### config.mk
export PLATFORM = sky130hd
export DESIGN_NAME = spi_txn_arbiter
export DESIGN_NICKNAME = d
export VERILOG_FILES = /design/src/rtl/spi_arb_pkg.sv /design/src/rtl/spi_rr_picker.sv /design/src/rtl/spi_txn_arbiter.sv
export SDC_FILE = /design/constraint.sdc
export NUM_CORES = 1
export LEC_CHECK = 0
export ABC_AREA = 0
export BUFFER_PORTS_ARGS = -buffer_cell sky130_fd_sc_hd__buf_4
export CAP_MARGIN = 20
export CORE_UTILIZATION = 49
export DETAILED_ROUTE_END_ITERATION = 8
export PLACE_DENSITY = 0.85
export SLEW_MARGIN = 20
export SYNTH_ARGS = -nofsm -noshare
export SYNTH_HDL_FRONTEND = slang
export SYNTH_SLANG_ARGS = --single-unit
### constraint.sdc
create_clock -name clk -period 3.9 [get_ports clk]
set_input_delay 0.585 -clock clk [delete_from_list [all_inputs] [get_ports clk]]
set_output_delay 0.585 -clock clk [all_outputs]
set_load 0.03 [all_outputs]
### src/rtl/spi_arb_pkg.sv
// spi_arb_pkg: shared types and constants for the SPI transaction arbiter.
// Contents: FSM state encoding, default widths, index-width helper.
package spi_arb_pkg;

   typedef enum logic [1:0] {
      ST_IDLE  = 2'd0,
      ST_START = 2'd1,
      ST_WAIT  = 2'd2,
      ST_GAP   = 2'd3
   } arb_state_e;

   localparam int DEF_NUM_REQ    = 4;
   localparam int DEF_DATA_W     = 16;
   localparam int DEF_GAP_CYCLES = 2;
   localparam int DEF_TIMEOUT    = 64;

   // Bits needed to index n requesters (never less than 1).
   function automatic int idx_w(input int n);
      return (n <= 2) ? 1 : $clog2(n);
   endfunction

endpackage

### src/rtl/spi_rr_picker.sv
// spi_rr_picker: combinational round-robin selector.
// Ports: i_req (request vector), i_ptr (last winner),
//        o_found (any request), o_idx (first set bit above i_ptr, wrapping).
module spi_rr_picker
   import spi_arb_pkg::*;
#(
   parameter int NUM_REQ = DEF_NUM_REQ,
   parameter int IW      = idx_w(NUM_REQ)
) (
   input  logic [NUM_REQ-1:0] i_req,
   input  logic [IW-1:0]      i_ptr,
   output logic               o_found,
   output logic [IW-1:0]      o_idx
);

   logic [IW-1:0] w_pos;

   // Scan ptr+1 .. ptr+NUM_REQ; wrap is modulo NUM_REQ, not 2**IW.
   always_comb begin
      o_found = 1'b0;
      o_idx   = '0;
      w_pos   = '0;
      for (int k = 1; k <= NUM_REQ; k++) begin
         w_pos = IW'((int'(i_ptr) + k) % NUM_REQ);
         if (!o_found && i_req[w_pos]) begin
            o_found = 1'b1;
            o_idx   = w_pos;
         end
      end
   end

endmodule

### src/rtl/spi_txn_arbiter.sv
// spi_txn_arbiter: round-robin share of one SPI master engine among
// NUM_REQ requesters, with frame latch, start strobe, ack and CS-idle gap.
// Ports: clk, rst (sync, active-high); req/req_data from clients;
//        gnt/ack/err to clients; m_start/m_data/m_cs_sel/m_done to the
//        engine; busy when not idle.
// Optional: define SPI_ARB_TIMEOUT_EN for a WAIT watchdog driving err.
module spi_txn_arbiter
   import spi_arb_pkg::*;
#(
   parameter int NUM_REQ        = DEF_NUM_REQ,
   parameter int DATA_W         = DEF_DATA_W,
   parameter int GAP_CYCLES     = DEF_GAP_CYCLES,
   parameter int TIMEOUT_CYCLES = DEF_TIMEOUT
) (
   input  logic                      clk,
   input  logic                      rst,
   input  logic [NUM_REQ-1:0]        req,
   input  logic [NUM_REQ*DATA_W-1:0] req_data,
   output logic [NUM_REQ-1:0]        gnt,
   output logic [NUM_REQ-1:0]        ack,
   output logic [NUM_REQ-1:0]        err,
   output logic                      m_start,
   output logic [DATA_W-1:0]         m_data,
   output logic [NUM_REQ-1:0]        m_cs_sel,
   input  logic                      m_done,
   output logic                      busy
);

   localparam int IW = idx_w(NUM_REQ);
   localparam int GW = (GAP_CYCLES < 1) ? 1 : $clog2(GAP_CYCLES + 1);
   localparam logic [IW-1:0] PTR_RST = IW'(NUM_REQ - 1);

   arb_state_e          r_state;
   arb_state_e          w_state_nxt;
   logic [IW-1:0]       r_ptr;
   logic [IW-1:0]       r_idx;
   logic [IW-1:0]       w_idx;
   logic                w_found;
   logic [NUM_REQ-1:0]  r_gnt;
   logic [NUM_REQ-1:0]  r_ack;
   logic [NUM_REQ-1:0]  w_onehot;
   logic [DATA_W-1:0]   r_data;
   logic [GW-1:0]       r_gap_cnt;
   logic                w_grant;
   logic                w_release;
   logic                w_to;

   spi_rr_picker #(
      .NUM_REQ (NUM_REQ),
      .IW      (IW)
   ) u_picker (
      .i_req   (req),
      .i_ptr   (r_ptr),
      .o_found (w_found),
      .o_idx   (w_idx)
   );

   assign w_onehot = NUM_REQ'(1) << w_idx;

`ifdef SPI_ARB_TIMEOUT_EN
   localparam int TW = $clog2(TIMEOUT_CYCLES + 1);

   logic [TW-1:0]      r_wcnt;
   logic [NUM_REQ-1:0] r_err;

   always_ff @(posedge clk) begin
      if (rst) begin
         r_wcnt <= '0;
      end else if (r_state == ST_START) begin
         r_wcnt <= '0;
      end else if (r_state == ST_WAIT) begin
         r_wcnt <= r_wcnt + 1'b1;
      end
   end

   // Limit reached in this WAIT cycle; a coincident m_done wins.
   assign w_to = (r_state == ST_WAIT) && !m_done &&
                 (r_wcnt == TW'(TIMEOUT_CYCLES - 1));

   always_ff @(posedge clk) begin
      if (rst) begin
         r_err <= '0;
      end else begin
         r_err <= (w_release && w_to) ? r_gnt : '0;
      end
   end

   assign err = r_err;
`else
   assign w_to = 1'b0;
   assign err  = '0;
`endif

   always_ff @(posedge clk) begin
      if (rst) begin
         r_state <= ST_IDLE;
      end else begin
         r_state <= w_state_nxt;
      end
   end

   always_comb begin
      w_state_nxt = r_state;
      w_grant     = 1'b0;
      w_release   = 1'b0;
      unique case (r_state)
         ST_IDLE: begin
            if (w_found) begin
               w_grant     = 1'b1;
               w_state_nxt = ST_START;
            end
         end
         ST_START: begin
            w_state_nxt = ST_WAIT;
         end
         ST_WAIT: begin
            if (m_done || w_to) begin
               w_release   = 1'b1;
               w_state_nxt = (GAP_CYCLES == 0) ? ST_IDLE : ST_GAP;
            end
         end
         ST_GAP: begin
            if (r_gap_cnt <= GW'(1)) begin
               w_state_nxt = ST_IDLE;
            end
         end
         default: begin
            w_state_nxt = ST_IDLE;
         end
      endcase
   end

   always_ff @(posedge clk) begin
      if (rst) begin
         r_ptr     <= PTR_RST;
         r_idx     <= '0;
         r_gnt     <= '0;
         r_ack     <= '0;
         r_data    <= '0;
         r_gap_cnt <= '0;
      end else begin
         r_ack <= '0;
         if (w_grant) begin
            r_idx  <= w_idx;
            r_gnt  <= w_onehot;
            r_data <= req_data[int'(w_idx)*DATA_W +: DATA_W];
         end
         if (w_release) begin
            r_ack     <= r_gnt;
            r_gnt     <= '0;
            r_ptr     <= r_idx;
            r_gap_cnt <= GW'(GAP_CYCLES);
         end else if (r_state == ST_GAP) begin
            r_gap_cnt <= r_gap_cnt - 1'b1;
         end
      end
   end

   assign gnt      = r_gnt;
   assign m_cs_sel = r_gnt;
   assign ack      = r_ack;
   assign m_data   = r_data;
   assign m_start  = (r_state == ST_START);
   assign busy     = (r_state != ST_IDLE);

endmodule

# Word level (Yosys, flattened, before mapping)
# Index checks and enable logic that the tools add are counted.
# totals
elab_cells	65
in_bits	71
out_inout_bits	34
regBits	32
# op_classes
n_addsub	5
eq_ne	6
n_reduce_logical	12
n_mux	26
n_bitwise	1
order_cmp	5
n_shift	2
# op_table
op	count
64-bit by 7-bit indexed part select with 16-bit output	1
2-bit two-way mux	9
2-bit by 3-bit < comparator with 1-bit output (second input constant)	4
1-bit two-way mux	12
1-bit binary-select mux with 2-bit select	4
2-bit one-hot mux with 4 select lines	1
2-bit by 1-bit adder with 2-bit output (second input constant)	2
2-bit adder (second input constant)	2
2-bit == test (second input constant)	2
2-bit inequality test (second input constant)	2
2-bit nonzero test	2
2-bit OR reduction	2
1-bit by 2-bit << shifter with 4-bit output (first input constant)	1
1-bit logical AND	3
1-bit zero test	3
3-bit AND reduction	1
2-bit by 1-bit == test with 1-bit output (second input constant)	1
2-bit by 1-bit <= comparator with 1-bit output (second input constant)	1
2-bit zero test	1
2-bit by 1-bit inequality test with 1-bit output (second input constant)	1
2-bit by 1-bit subtractor with 2-bit output (second input constant)	1
1-bit inverter	1

# Longest topological paths before layout
# depth
word_depth	15
ltp_mapped	7
depth_no_buf	6

# Cells and area by module
# From an unflattened synthesis, not the netlist that was laid out.
# unflattened
cells_unflattened	182
hier_area_um2	1785.5
# modules_own_cells
mod	cells_per_inst	area_per_inst_um2	n_inst
spi_txn_arbiter	168	1694.1	1
spi_rr_picker	14	91.3	1

# Worst setup path after synthesis
# OpenSTA, ideal clock, no wires.
# synth_path
path_type	in2reg
start	in req[2]
end	reg r_data[10], in the netlist m_data[10]
setup_slack_ns	2.261
cell_stages	6
setup_time_ns	0.074
arrival_time_ns	1.565
path_buffers	2
cell_sequence	buf_6 > or3_4 > o211ai_4 > buf_12 > a221oi_2 > a31oi_1
# synth_between
elab_chain_len	14
word_cells_on_any_way	25
# synth_lines
element	line	source
from (decl)	spi_txn_arbiter.sv:17	input logic [NUM_REQ-1:0] req,
branches (longest 14 deep; another with 1-bit binary-select mux with 2-bit select)	n/a	
to (signal assigned)	spi_txn_arbiter.sv:146	r_data <= req_data[int'(w_idx)*DATA_W +: DATA_W];
to (decl)	spi_txn_arbiter.sv:42	logic [DATA_W-1:0] r_data;
# Several ways; the timed one is not identified. The select of a mux whose other input is x is not followed.
# A chain may end at the register's enable or synchronous reset.

# Worst setup path after layout
# layout_path
start	reg r_state[0]
end	reg r_idx[0]
# layout_between
elab_chain_len	2
# layout_lines
element	line	source
from (decl)	spi_txn_arbiter.sv:33	arb_state_e r_state;
from (signal assigned)	spi_txn_arbiter.sv:98	r_state <= w_state_nxt;
2-bit zero test	spi_txn_arbiter.sv:106	unique case (r_state)
1-bit two-way mux	spi_txn_arbiter.sv:106	
to (signal assigned)	spi_txn_arbiter.sv:144	r_idx <= w_idx;
to (decl)	spi_txn_arbiter.sv:36	logic [IW-1:0] r_idx;
# Every way passes these cells.

==> results.md <==
* Post-layout util at 69.1%
* Synth unique cells at 45
* Initial DRC Count at roughly 270
* Relative slew slack at between 30 and 40%
* WL final at around 5800 um
* CTS Buffer Depth at 2
* Fillers at 316
* Routed Antenna Nets at 0
* Lkg Pwr at about 0.0012 uW
* Residual DRC at 0
* Setup TNS at 0 ns
* Critical R2R Capture: r_idx[0]
* Hold Buf Count CTS at 0
* Pwr Density at 651 nW/um^2
* YS warnings at 0
* Core Area at between 4000 and 5000 um^2
* First-pass GRT wire length at between 8000 and 9000 um
* Vias after detailed routing at about 2,100
* Worst Path Required at ~4 ns
* Largest net degree at the start of global routing at 31
* Pre-CTS setup slack at 1.57 ns
* VDD IR max at between 200 and 250 uV
* First-pass iteration count of the detailed router at 4
* Mean number of vias per cell at approximately 5.9
* Count of state elements after synthesis at 32
* Worst Path Max Fanout at 21
* Critical path origin: r_state[0]
* Reg2reg setup slack at between 1.5 and 2 ns
* H-tree lvl count at 2
* Die extent in x at between 60 and 70 um
* Die Y at about 67 um
* Combinational power share at a little over half
* Tmin final at 2.12 ns
* Worst setup path endpoint: r_idx[0]
* Initial Util at between 50% and 60%
* FP Rows at 23
* Worst setup EP type: register
* Clk_lat worst skew at ~0.29 ns
* Sequential cell area at between 600 and 700 um^2
* Area growth from synthesis to layout at 34.8%
* Multi-input gate area at about 1200 um^2
* Status: completed
* CTS Sinks at 32
* Mapped Area at around 2100 um^2
* Fin crit share at 54.3%
* Initial antenna violation count at 0
* Worst Tran Pin Value at 0.937 ns
* Proportion of layout cells with a drive suffix above 1 at between 40% and 50%
* Cell internal pwr at approximately 1000 uW
* Inserted Clock Buffers at 5
* Hold Violations, Final at 0
* Full die area at ~4500 um^2
* R2R depth at 6
* # port buffers at 100
* Startpoint types: register
* Final HPWL DP at 4090 um
* TritonCTS clock tree: built
* Power consumption at 1810 uW
* GRT Total Usage at 27.0%
* Critical-path top delay cell: o41a_1
* Worst setup margin at between 1.5 and 2 ns
* GP Congestion at 0.771
* DP Area at 2670 um^2
* WL/cell at 16.3 um
* Setup CP Type: register to register
* # setup viols final at 0
* Number of global-route vias before repair at approximately 1,900
* Clock Power Share at between 15 and 20%
* Max Fclk at ~470 MHz
* Finished Cell Area at between 2000 and 3000 um^2
* Max-Cap Viols at 0
* Worst path max stage delay at 0.76 ns
* Reg clk slew, reported paths at ~0.070 ns
* Register area share after synthesis at between 30% and 40%
* Post-Syn Instances at 224
* Post_cts resized at 0
* Total gr overflow at 0
* Pins over their slew limit at 0
* EDFF count, synth at 0
* Part of the power in registers at between 20 and 30%
* Post-synth ARST share at 0%
* RSZ-0062 raised after global routing: false
* Worst clock skew at around 0.0043 ns
* CP Cell Sequence: inv_1 > ha_1 > o41a_1 > o21ai_0 > o32ai_1 > nor2_1
* Sw frac at roughly 45%
* Critical Path AT at between 2 and 2.5 ns
* Fin nets at between 300 and 400
* Post-CTS setup buffers at 0
* Switching pwr at roughly 810 uW
* Diodes inserted at 0
* Mean area per synthesized cell at 9.22 um^2
* Hold Path Class: register to register
* Launch point of the worst reg-to-reg path: r_state[0]
* Root buffer cell: clkbuf_8
* Most used DFF post-synth: dfxtp_1
* I/O pin count at between 100 and 150
## worst min path at each step
stage	start	to	slack, ns	cells past startpoint
3_3_place_gp	r_idx[1]	r_idx[1]	0.44	2
6_report	r_idx[1]	r_idx[1]	0.48	2
2_1_floorplan	r_idx[1]	r_ptr[1]	0.44	1
5_1_grt	r_idx[1]	r_idx[1]	0.49	2
3_5_place_dp	r_idx[1]	r_idx[1]	0.46	2
4_1_cts	r_idx[1]	r_idx[1]	0.48	2
## layout make-up
| type | instances | share of cell area [%] |
|---|---|---|
| multi-input cells | 161 | 43.0 |
| repair buffers | 100 | 27.0 |
| flip-flops and latches | 32 | 23.0 |
| inverters | 6 | 0.809 |
| clock inverters | 3 | 1.53 |
| well taps | 50 | 2.25 |
| clock buffers | 5 | 2.47 |
## registers in the layout (all words and copies together), names as in the netlist
| name | cells |
|---|---|
| ack | 4 |
| r_state | 2 |
| r_gap_cnt | 2 |
| r_idx | 2 |
| m_data | 16 |
| r_ptr | 2 |
| gnt | 4 |
## cells by family (layout without fill, tap and decap cells)
group	Yosys count	after routing	share of synthesized area, %
AOI/OAI and AO/OA	91	91	37.3
and+or+nand+nor	56	56	14.4
buffers and inverters	34	114	11.6
DFF	32	32	31.0
adders and majority gates	6	6	3.63
muxes	3	3	1.45
other	1	4	0.182
xor gates and xnor gates	1	1	0.424
## power by group through the flow
stage	Combinational [uW]	Sequential (uW)	Clock [uW]
finish	969	519	324
global route	1050	532	338
CTS	968	517	330
detailed placement	962	523	0
global placement	940	519	0
floorplan	567	658	0
## worst max-delay path, delay by kind of cell (launching register included)
kind            cells  cell delay [ns]
flops               1             0.34
fa+ha+maj           1             0.26
simple gates        1             0.06
buf+inv             1             0.12
compound gates      3             1.22
## placed cells by master (no fill, tap or decap), types with 2 or more instances in the layout
cell and n:
buf_4 100, dfxtp_1 32, nand2_1 24, o211ai_1 17, o21bai_1 16, a31oi_1 16, a21oi_1 9, a221oi_2 9
nor2_1 9, a221oi_1 8, nand2b_1 7, inv_1 6, ha_1 6, clkbuf_8 5, and2_1 4, conb_1 4
mux2i_1 3, a21oi_4 2, o21ai_1 2, or2_2 2, o22a_1 2
## synthesized netlist by cell type (5+ instances only)
library cell | instances | area, um^2
nand2_1 | 24 | 90.1
o211ai_1 | 17 | 128
a221oi_2 | 9 | 135
ha_1 | 6 | 75.1
buf_6 | 6 | 67.6
dfxtp_1 | 32 | 641
a221oi_1 | 8 | 70.1
nor2_1 | 9 | 33.8
inv_1 | 6 | 22.5
o21bai_1 | 16 | 120
a31oi_1 | 16 | 100
buf_2 | 5 | 25.0
a21oi_1 | 9 | 45.0
nand2b_1 | 7 | 43.8
buf_4 | 12 | 90.1
## per-stage QoR
stage | cells | hold WS [ns]
5_1_grt | 357 | 0.487
6_report | 357 | 0.479
3_3_place_gp | 349 | 0.443
3_5_place_dp | 349 | 0.457
4_1_cts | 357 | 0.477
2_1_floorplan | 227 | 0.436
## routing by layer
metal / up-vias / part of all wire, % / global-route usage (%)
met3: 15 / 11 / 7.36
met4: 0 / 2.4 / 12.2
met2: 113 / 49 / 45.6
met1: 1004 / 38 / 31.4
li1: 988 / - / -
met5: - / 0 / 0
No activity file was read; power rests on OpenSTA's default activity.
